===== src/rtl/mem_port_arbiter.sv =====
// mem_port_arbiter: shares one memory port between instruction fetch and dmem.
// One outstanding transaction at a time. Dmem has priority. A control-hazard
// flush cancels delivery of an in-flight fetch response.
// Optional build macro ARB_STARVE_GUARD_EN: after STARVE_LIMIT consecutive
// dmem wins with fetch waiting, fetch is granted once. Without it, dmem
// priority is strict.
module mem_port_arbiter #(
    parameter int ADDR_W       = 32,
    parameter int DATA_W       = 32,
    parameter int STARVE_LIMIT = 4
) (
    input  logic              CLK,
    input  logic              RST,
    input  logic              flush,
    input  logic              if_req,
    input  logic [ADDR_W-1:0] if_addr,
    output logic              if_gnt,
    output logic              if_rvalid,
    output logic [DATA_W-1:0] if_rdata,
    input  logic              dm_req,
    input  logic              dm_we,
    input  logic [ADDR_W-1:0] dm_addr,
    input  logic [DATA_W-1:0] dm_wdata,
    input  logic [3:0]        dm_be,
    output logic              dm_gnt,
    output logic              dm_rvalid,
    output logic [DATA_W-1:0] dm_rdata,
    output logic              mem_req,
    output logic              mem_we,
    output logic [ADDR_W-1:0] mem_addr,
    output logic [DATA_W-1:0] mem_wdata,
    output logic [3:0]        mem_be,
    input  logic              mem_ready,
    input  logic              mem_rvalid,
    input  logic [DATA_W-1:0] mem_rdata,
    output logic              stall_if
);

    typedef enum logic [1:0] {IDLE, REQ, WAIT} state_t;

    state_t state;
    logic   owner_if;   // 1: current transaction belongs to fetch
    logic   drop;       // fetch response must be swallowed
    logic   idle;
    logic   force_if;
    logic   dm_win;
    logic   if_win;
    logic   resp;

    // The legal limit range only matters when the guard is built in.
    if (STARVE_LIMIT < 1 || STARVE_LIMIT > 15) begin : g_starve_limit_unused
    end

    assign idle   = (state == IDLE) & ~RST;
    assign dm_win = idle & dm_req & ~(if_req & force_if);
    assign if_win = idle & if_req & ~dm_win;
    assign dm_gnt = dm_win;
    assign if_gnt = if_win;

    // Responses are only honoured while a command is in flight.
    assign resp      = (state == WAIT) & mem_rvalid;
    assign dm_rvalid = resp & ~owner_if;
    assign if_rvalid = resp & owner_if & ~drop;
    assign dm_rdata  = dm_rvalid ? mem_rdata : '0;
    assign if_rdata  = if_rvalid ? mem_rdata : '0;

    assign stall_if = ~RST & ((if_req & ~if_gnt) |
                              (owner_if & (state != IDLE) & ~drop & ~if_rvalid));

`ifdef ARB_STARVE_GUARD_EN
    logic [3:0] starve_cnt;

    assign force_if = (starve_cnt == 4'(STARVE_LIMIT));

    // Count dmem wins that left a fetch waiting; any fetch win resets it.
    always_ff @(posedge CLK or posedge RST) begin
        if (RST)         starve_cnt <= '0;
        else if (if_win) starve_cnt <= '0;
        else if (dm_win) starve_cnt <= if_req ? starve_cnt + 4'd1 : 4'd0;
    end
`else
    assign force_if = 1'b0;
`endif

    // Transaction FSM: capture command on grant, wait for accept, then response.
    always_ff @(posedge CLK or posedge RST) begin
        if (RST) begin
            state     <= IDLE;
            owner_if  <= 1'b0;
            drop      <= 1'b0;
            mem_req   <= 1'b0;
            mem_we    <= 1'b0;
            mem_addr  <= '0;
            mem_wdata <= '0;
            mem_be    <= '0;
        end else begin
            case (state)
                IDLE: begin
                    if (dm_win) begin
                        state     <= REQ;
                        owner_if  <= 1'b0;
                        drop      <= 1'b0;
                        mem_req   <= 1'b1;
                        mem_we    <= dm_we;
                        mem_addr  <= dm_addr;
                        mem_wdata <= dm_wdata;
                        mem_be    <= dm_be;
                    end else if (if_win) begin
                        state     <= REQ;
                        owner_if  <= 1'b1;
                        drop      <= flush;   // flush in the grant cycle kills it
                        mem_req   <= 1'b1;
                        mem_we    <= 1'b0;
                        mem_addr  <= if_addr;
                        mem_wdata <= '0;
                        mem_be    <= 4'hF;
                    end
                end
                REQ: begin
                    if (owner_if && flush) drop <= 1'b1;
                    if (mem_ready) begin
                        state   <= WAIT;
                        mem_req <= 1'b0;
                    end
                end
                WAIT: begin
                    if (mem_rvalid) begin
                        state <= IDLE;
                        drop  <= 1'b0;
                    end else if (owner_if && flush) begin
                        drop <= 1'b1;
                    end
                end
                default: state <= IDLE;
            endcase
        end
    end

endmodule


===== config.mk =====
export PLATFORM = sky130hd
export DESIGN_NAME = mem_port_arbiter
export DESIGN_NICKNAME = d
export VERILOG_FILES = /design/src/rtl/mem_port_arbiter.sv
export SDC_FILE = /design/constraint.sdc
export NUM_CORES = 1
export LEC_CHECK = 0
export ABC_AREA = 0
export CELL_PAD_IN_SITES_DETAIL_PLACEMENT = 1
export CELL_PAD_IN_SITES_GLOBAL_PLACEMENT = 2
export CORE_ASPECT_RATIO = 0.75
export CORE_UTILIZATION = 18
export CTS_BUF_LIST = sky130_fd_sc_hd__clkbuf_4 sky130_fd_sc_hd__clkbuf_8
export CTS_CLUSTER_SIZE = 24
export DETAILED_ROUTE_END_ITERATION = 8
export PLACE_DENSITY = 0.92
export SLEW_MARGIN = 20
export SYNTH_ARGS = -nofsm -noshare
export SYNTH_HDL_FRONTEND = slang
export SYNTH_SLANG_ARGS = --single-unit

===== constraint.sdc =====
create_clock -name CLK -period 2.45 [get_ports CLK]
set_clock_uncertainty 0.15 [all_clocks]
set_input_delay 0.245 -clock CLK [delete_from_list [all_inputs] [get_ports CLK]]
set_output_delay 0.245 -clock CLK [all_outputs]
set_load 0.01 [all_outputs]

==> results.md, run 1 <==
Layout:
- The signed area change from the synthesized netlist to the final layout is 87.4%.
- The post-layout instance area is 6720 µm².
- The number of antenna diodes in the final layout is 0.
- Measured on the finished design, the core utilization comes to 0.346.
- After the last flow step, the layout net total stands at 789.
- In the final layout, the share of cells above drive strength 1 is 0.111.

Route:
- Dividing the detail-routed wire length by the instance count gives 17.1 µm.
- The remaining design rule violation count is 0.
- For this block, the via count after detailed routing is about 3800.
- The initial DRC count is 144.
- The total detailed-routing wirelength is 15.4 mm.
- Dividing the detail-routed via count by the number of cells gives 4.22.
- The count of nets left with antenna violations once routing finished came out at 0.
- The number of search-and-repair iterations in the first detailed-routing pass is 4.

Clocking:
- The number of buffers created by CTS is 9.
- The later-pin clock latency in the skew report is 360 ps.
- The cell sitting at the root of the clock tree is a sky130_fd_sc_hd__clkbuf_8.
- The H-tree was split into 3 levels.
- The TritonCTS clock tree is built.
- The tree built by TritonCTS fans out to 74 sinks.
- No sink is reached through more buffers than the 2 on the longest clock path.
- The number of buffers added to fix hold violations after cts is 0.
- The clock edge transition at the registers on the reported setup and hold paths is 90 ps.

Timing:
- The headroom to the max-slew limit is 0.674.
- The max-slew violation count is 0.
- Setup repair after global routing left no endpoint under its margin.
- The number of hold-slack violations in the final timing report is 0.
- At the pin with the least slew margin, the transition time is around 490 ps.
- In the finished design, the share of the clock period the worst path needs comes to 0.938.
- Setup violations remaining at the end of the flow were counted as 0.
- The routed design could run at a clock period as short as 2300 ps.
- Derived from the worst setup path, the maximum achievable clock frequency is between 400 and 500 MHz.

Yosys:
- After synthesis, the most frequently instantiated cells are sky130_fd_sc_hd__dfrtp_1, sky130_fd_sc_hd__nand2_1, sky130_fd_sc_hd__and2_1.
- The Yosys warning count is 0.
- The number of enable flip-flop cells after synthesis is 0.
- The number of library cell types mapped by synthesis is 27.
- The synthesized netlist net count is 516.
- Among all flip-flop cells after synthesis, the most frequent one is sky130_fd_sc_hd__dfrtp_1.
- In the post-synthesis netlist, the cell with the most instances is sky130_fd_sc_hd__dfrtp_1.
- Of the post-synthesis cell area, the dominant cell type holds 0.516.
- Counting flops with an async set or reset pin after synthesis yields a share of 1.00.
- In the post-synthesis netlist, the biggest area contributors are sky130_fd_sc_hd__dfrtp_1, sky130_fd_sc_hd__and2_1, sky130_fd_sc_hd__a22o_1, sky130_fd_sc_hd__nand2_1, sky130_fd_sc_hd__a31oi_1.
- The synthesized design contains 74 register bits.
- Synthesis produced a netlist whose cell count is 372.
- The area of the mapped netlist is 3590 µm².
- In this run the mean area of a mapped cell was 9.65 µm².
- The cell accounting for the most synthesized area is sky130_fd_sc_hd__dfrtp_1.
- The fraction of the yosys area taken by sequential cells is 0.516.

Die:
- The width of the die is approximately 170 µm.
- The number of placed I/O pins is 279.
- The total number of placement rows is 44.
- The die covers 20500 µm².
- The height of the chip is 124 µm.
- For this configuration, the core starts out at a cell density of 0.185.
- The placeable core region is just under 20000 µm².

Outcome:
- The run finished with clean final reports.

Global routing:
- The number of global-route vias before repair was 4087.
- The total congestion overflow after global routing is 0.
- The first global-routing pass estimated 23.4 mm of wire.
- The initial antenna violation count is 0.
- In the global route stage, overall resource usage came out at 0.151.
- The maximum number of pins on one net before global-route repair is 70.

Power and ir drop:
- For this design the ratio of total power to cell area is 982 nW/µm².
- After layout, the design draws a total of 0.00660 W.
- In this run the static leakage power is 3.06 nW.
- IR analysis of the VDD net gives a maximum drop of ~0.41 mV.

Critical path:
- The kind of end point of the critical path is an output pin.
- The category of the critical setup timing path is reg2out.
- The data arrival time at the worst-slack endpoint is 1900 ps.
- The required time of the critical path is 2060 ps.
- The critical path startpoint category is a register.
- Along the worst path, the maximum fanout reaches 16.

Run:
- The max-capacitance violation count is 0.

Min path:
- The worst min-delay path class is in2async.

Placed design:
- At the end of routability-driven placement, the weighted congestion stood at 0.714.
- The detailed-placement wirelength estimate is 11.2 mm.
- The number of port buffers is 278.
- The cell area after placement is about 6600 µm².
## worst paths after layout
kind	from	end	slack (ps)	depth (start not counted)
max	state[0]	if_rvalid	150	7
min	RST	state[1]	220	2
max reg2reg	state[1]	mem_addr[30]	420	7
min reg2reg	mem_be[3]	mem_be[3]	350	1
max in group asynchronous	RST	mem_addr[8]	1340	3
min in group CLK	dm_addr[5]	mem_addr[5]	280	3
## timing repair
item | in CTS | in global routing
setup endpoints to repair | 69 | 35
buffers inserted | 2 | 0
resized for setup | 100 | 46
pin swaps | 1 | 1
cloned | 1 | 0
## stage by stage
stage                     setup TNS [ps]  cells  setup slack, ps  hold WS (ps)
after floorplan                        0    372              173           235
after global placement                 0    884             66.5           320
after detailed placement               0    884             48.4           332
final                                  0    903              152           221
after CTS                           -280    903            -89.6           228
after global routing                   0    903             43.3           257
## cell families after synthesis
family / synth area share
AND/OR/NAND/NOR: 0.233
AO/OA/AOI/OAI: 0.176
flip-flops: 0.516
buffers and inverters: 0.0579
adder cells (fa/ha/maj): 0.0139
multiplexers: 0.00314
## cells in the final DEF, fill, tap and decap left out, types with 2 or more instances in the layout
| cell | count |
|---|---|
| sky130_fd_sc_hd__dfrtp_1 | 74 |
| sky130_fd_sc_hd__a22o_1 | 33 |
| sky130_fd_sc_hd__dlygate4sd2_1 | 36 |
| sky130_fd_sc_hd__clkdlybuf4s50_1 | 209 |
| sky130_fd_sc_hd__a31oi_1 | 33 |
| sky130_fd_sc_hd__o22ai_1 | 2 |
| sky130_fd_sc_hd__clkbuf_2 | 31 |
| sky130_fd_sc_hd__a21oi_1 | 3 |
| sky130_fd_sc_hd__ha_4 | 2 |
| sky130_fd_sc_hd__ha_1 | 2 |
| sky130_fd_sc_hd__inv_1 | 4 |
| sky130_fd_sc_hd__inv_2 | 2 |
| sky130_fd_sc_hd__buf_4 | 6 |
| sky130_fd_sc_hd__buf_12 | 4 |
| sky130_fd_sc_hd__nor2_1 | 37 |
| sky130_fd_sc_hd__and2_1 | 64 |
| sky130_fd_sc_hd__inv_6 | 4 |
| sky130_fd_sc_hd__o22a_1 | 5 |
| sky130_fd_sc_hd__a2bb2oi_1 | 2 |
| sky130_fd_sc_hd__clkbuf_8 | 9 |
| sky130_fd_sc_hd__nand2_1 | 68 |
## where the power goes
part / leakage [nW] / switching [W] / internal [W] / total [W]
logic: 2.08 / 0.00146 / 0.00191 / 0.00337
clock network: 0.103 / 0.000548 / 0.000492 / 0.00104
registers: 0.878 / 0.000368 / 0.00182 / 0.00219
## worst max-delay path, stage by stage, from the launching register on
cell and delay [ps]:
sky130_fd_sc_hd__dfrtp_1 420, sky130_fd_sc_hd__inv_2 120, sky130_fd_sc_hd__ha_4 150, sky130_fd_sc_hd__nand2_4 70
sky130_fd_sc_hd__nor3b_4 200, sky130_fd_sc_hd__buf_6 150, sky130_fd_sc_hd__buf_16 140, sky130_fd_sc_hd__dlygate4sd2_1 280
## routing by layer
layer  vias to the layer above  GRT usage  part of all wire
met1                      1810      0.180              0.42
met4                         0     0.0410             0.011
met2                       177      0.254              0.48
met3                        12     0.0506             0.088
li1                       1808          -                 -
met5                         -          0                 0
## sequential cells by signal (all words and copies together), names as in the netlist
register and flops:
drop 1, mem_addr 32, mem_be 4, mem_req 1, mem_wdata 32, mem_we 1, owner_if 1, state 2
## layout make-up
class / count / area, µm²
repair buffers: 290 / 2740
inverters: 7 / 27.5
multi-input cells: 263 / 1580
flip-flops and latches: 74 / 1850
clock inverters: 7 / 83.8
fillers: 2236 / 12700
well taps: 253 / 317
clock buffers: 9 / 124
Power figures use the tool's default switching activity.
==> run 2, diff against run 1 <==
--- a/config.mk
+++ b/config.mk
@@ -11,6 +11,7 @@
 export CORE_ASPECT_RATIO = 0.75
 export CORE_UTILIZATION = 18
 export CTS_BUF_LIST = sky130_fd_sc_hd__clkbuf_4 sky130_fd_sc_hd__clkbuf_8
+export CTS_CLUSTER_DIAMETER = 30
 export CTS_CLUSTER_SIZE = 24
 export DETAILED_ROUTE_END_ITERATION = 8
 export PLACE_DENSITY = 0.92
==> results of run 2 <==
Same layout as run 1: the final DEF is identical, and so are final timing and power.
==> run 3, diff against run 2 <==
--- a/config.mk
+++ b/config.mk
@@ -15,6 +15,8 @@
 export CTS_CLUSTER_SIZE = 24
 export DETAILED_ROUTE_END_ITERATION = 8
 export PLACE_DENSITY = 0.92
+export REMOVE_ABC_BUFFERS = 1
+export SKIP_LAST_GASP = 1
 export SLEW_MARGIN = 20
 export SYNTH_ARGS = -nofsm -noshare
 export SYNTH_HDL_FRONTEND = slang
==> run 3 against run 2 <==
Effect of this change: count of clock-buffer cells in the layout grew 1; die area did not move; global-route usage increased by 0.27 points; sequential power about the same; maximum frequency is 2.7% lower; setup slack lost 65 ps; clock power increased by 6%; via count is essentially flat; power rose by 2.1%; non-clock buffer count rose by 9; critical endpoint is now dm_rvalid; largest power group unchanged.
==> results.md, run 3 (same netlist as run 1, synthesis figures left out) <==
Route:
- The routed via count is 3808 (+0.026%).
- The initial DRC count is 148 (+2.8%).
- The remaining design rule violation count came to 0 (unchanged).
- The number of search-and-repair iterations in the first detailed-routing pass came to 4 (unchanged).
- The post-detailed-route via-to-cell ratio is 4.16 (-1.3%).
- The total detailed-routing wirelength came to 15.6 mm (+0.86%).
- The post-detailed-route count of antenna-violating nets came to 0 (unchanged).
- The routed length per placed instance is 17.0 µm (-0.46%).

Die:
- The total number of placement rows is 44 (unchanged).
- The placeable core region is 19400 µm² (unchanged).
- The number of placed I/O pins is 279 (unchanged).
- The starting density of the core is 0.185 (unchanged).
- The area of the die is 20500 µm² (unchanged).
- The height of the chip is 124 µm (unchanged).
- The width of the die is 165 µm (unchanged).

Clocking:
- The number of buffers added to fix hold violations after cts is 0 (unchanged).
- The clock sink count is 74 (unchanged).
- The clock edge transition at the registers on the reported setup and hold paths is 80 ps (about the same).
- The TritonCTS clock tree is built.
- The H-tree depth is 3 (unchanged).
- The maximum clock insertion buffer count came to 2 (unchanged).
- The number of buffers created by CTS is 9 (unchanged).
- The root buffer cell is sky130_fd_sc_hd__clkbuf_8.
- The later-pin clock latency in the skew report is 360 ps (about the same).

Placed design:
- The detailed-placement wirelength estimate was 11.7 mm (+4.1%).
- The routability congestion estimate from global placement was 0.787 (+10%).
- The worst setup timing slack at the placement stage is 52.5 ps (+4.07 ps).
- The cell area after placement is 6690 µm² (+1.0%).
- The number of port buffers came to 278 (unchanged).

Timing:
- The slew of the pin with the lowest slew margin was 464 ps (-25.6 ps).
- The total negative setup slack is 0 ps (unchanged).
- The max-slew violation count is 0 (unchanged).
- The headroom to the max-slew limit is 0.691 (+0.0170).
- The number of hold-slack violations in the final timing report is 0 (unchanged).
- The least setup slack across all paths after layout is 87.5 ps (-64.5 ps).
- Setup repair after global routing left no endpoint under its margin.
- The period utilization was 0.964 (+0.0263).
- The highest attainable clock frequency is 423 MHz (-2.7%).
- The final critical delay including setup and external delays is 2360 ps (+64.5 ps).
- The count of final setup violators was 0 (unchanged).

Critical path:
- The data arrival time at the worst-slack endpoint came to 1970 ps (+70 ps).
- The slack of the worst reg-to-reg path is 440 ps (+20 ps).
- The category of the critical setup timing path is reg2out.
- The largest driver fanout on the critical path is 17 (+1).
- The worst setup path is launched from a register.
- The required time of the critical path came to 2060 ps (about the same).
- The logic depth of the worst register-to-register path is 9 (+2).
- STA classifies the critical path endpoint as an output pin.

Layout:
- The fraction of layout cells with a size suffix above 1 was 0.149 (+0.0379).
- The number of nets in the layout was 798 (+1.1%).
- The utilization of the core after routing is 0.351 (+0.00451).
- The largest registers in the layout are mem_addr x32, mem_wdata x32, mem_be x4.
- Leaving out fill and tap cells, the most frequent cells in the layout are sky130_fd_sc_hd__clkdlybuf4s50_1, sky130_fd_sc_hd__dfrtp_1, sky130_fd_sc_hd__nand2_1, sky130_fd_sc_hd__and2_1, sky130_fd_sc_hd__clkbuf_2.
- The fill cell instance count of the final layout is 2238 (+0.089%).
- From synthesis to final layout, the design area changed by 89.8%.
- The library cell used most frequently in the layout, excluding fill and tap cells, is sky130_fd_sc_hd__clkdlybuf4s50_1.
- The post-layout instance area is 6810 µm² (+1.3%).

Power and ir drop:
- The maximum ir drop on the vdd rail came to 0.555 mV (+34%).
- The overall power is 0.00674 W (+2.1%).
- The combinational share of power is 0.510 (about the same).
- The leakage power is 3.06 nW (+0.13%).
- The total power density per cell area was 990 nW/µm² (+0.80%).
- The power share of the clock group is 0.163 (+0.005).
- The net switching share of the total power is 0.349 (-0.0111).
- The reported net switching power was 0.00235 W (-1.0%).
- The part of the power in registers is 0.327 (-0.005).
- The design internal power was 0.00439 W (+3.9%).

Min path:
- In this run the worst hold path is classified as in2async.

Global routing:
- The maximum number of pins on one net before global-route repair is 51 (-27%).
- The total congestion overflow after global routing is 0 (unchanged).
- The initial antenna violation count came to 2 (+2).
- The number of global-route vias before repair is 4001 (-2.1%).
- The global-route wire length before repair is 23.6 mm (+0.95%).
- The total global routing track utilization was 0.153 (+0.00273).

Outcome:
- The flow ran to the end, and the final reports show no timing, DRC or antenna violations.

Run:
- The max-capacitance violation count is 0 (unchanged).
[run 3: layout make-up]
type	count	area, µm²	share of cell area
flip-flops and latches	74	1850	0.272
repair buffers	299	2820	0.413
well taps	253	317	0.0465
clock buffers	10	131	0.0193
clock inverters	6	91.3	0.0134
multi-input cells	263	1570	0.230
inverters	7	30.0	0.00441
diodes	3	7.51	0.00110
[run 3: through the flow]
stage | cells | hold slack, ps
CTS | 911 | 170
detailed placement | 888 | 327
finish | 915 | 186
global placement | 888 | 321
global route | 915 | 174
floorplan | 344 | 235
[run 3: repair_timing]
action	4_1_cts	5_1_grt
gates resized for setup	74	102
cloned	2	0
setup endpoints to repair	69	52
buffers inserted	5	1
pin swaps	2	1
[run 3: final timing paths]
path                        startpoint            to
max                           state[0]     dm_rvalid
min reg2reg                  mem_be[3]     mem_be[3]
min                                RST          drop
min in group CLK           dm_addr[26]  mem_addr[26]
max reg2reg                   state[1]  mem_addr[13]
max in group asynchronous          RST  mem_addr[10]
[run 3: power groups by stage]
stage	Combinational, W	Clock (W)	Sequential [W]
floorplan	0.00108	0	0.00244
global placement	0.00341	0	0.00218
detailed placement	0.00344	0	0.00221
CTS	0.00347	0.00116	0.00221
global route	0.00373	0.00120	0.00229
finish	0.00344	0.00110	0.00221
[run 3: critical path, cell delays in order, from the launching register on]
cell and delay [ps]:
sky130_fd_sc_hd__dfrtp_1 410, sky130_fd_sc_hd__inv_2 100, sky130_fd_sc_hd__ha_2 210, sky130_fd_sc_hd__nand2_4 80, sky130_fd_sc_hd__nor2_4 130, sky130_fd_sc_hd__buf_12 140, sky130_fd_sc_hd__clkdlybuf4s50_1 540
[run 3: routing by layer]
| layer | track usage | vias up | wire length (µm) |
|---|---|---|---|
| met3 | 0.0543 | 13 | 1520 |
| met4 | 0.0534 | 0 | 205 |
| met2 | 0.261 | 171 | 7660 |
| met5 | 0 | - | 0 |
| met1 | 0.176 | 1798 | 6180 |
| li1 | - | 1826 | - |
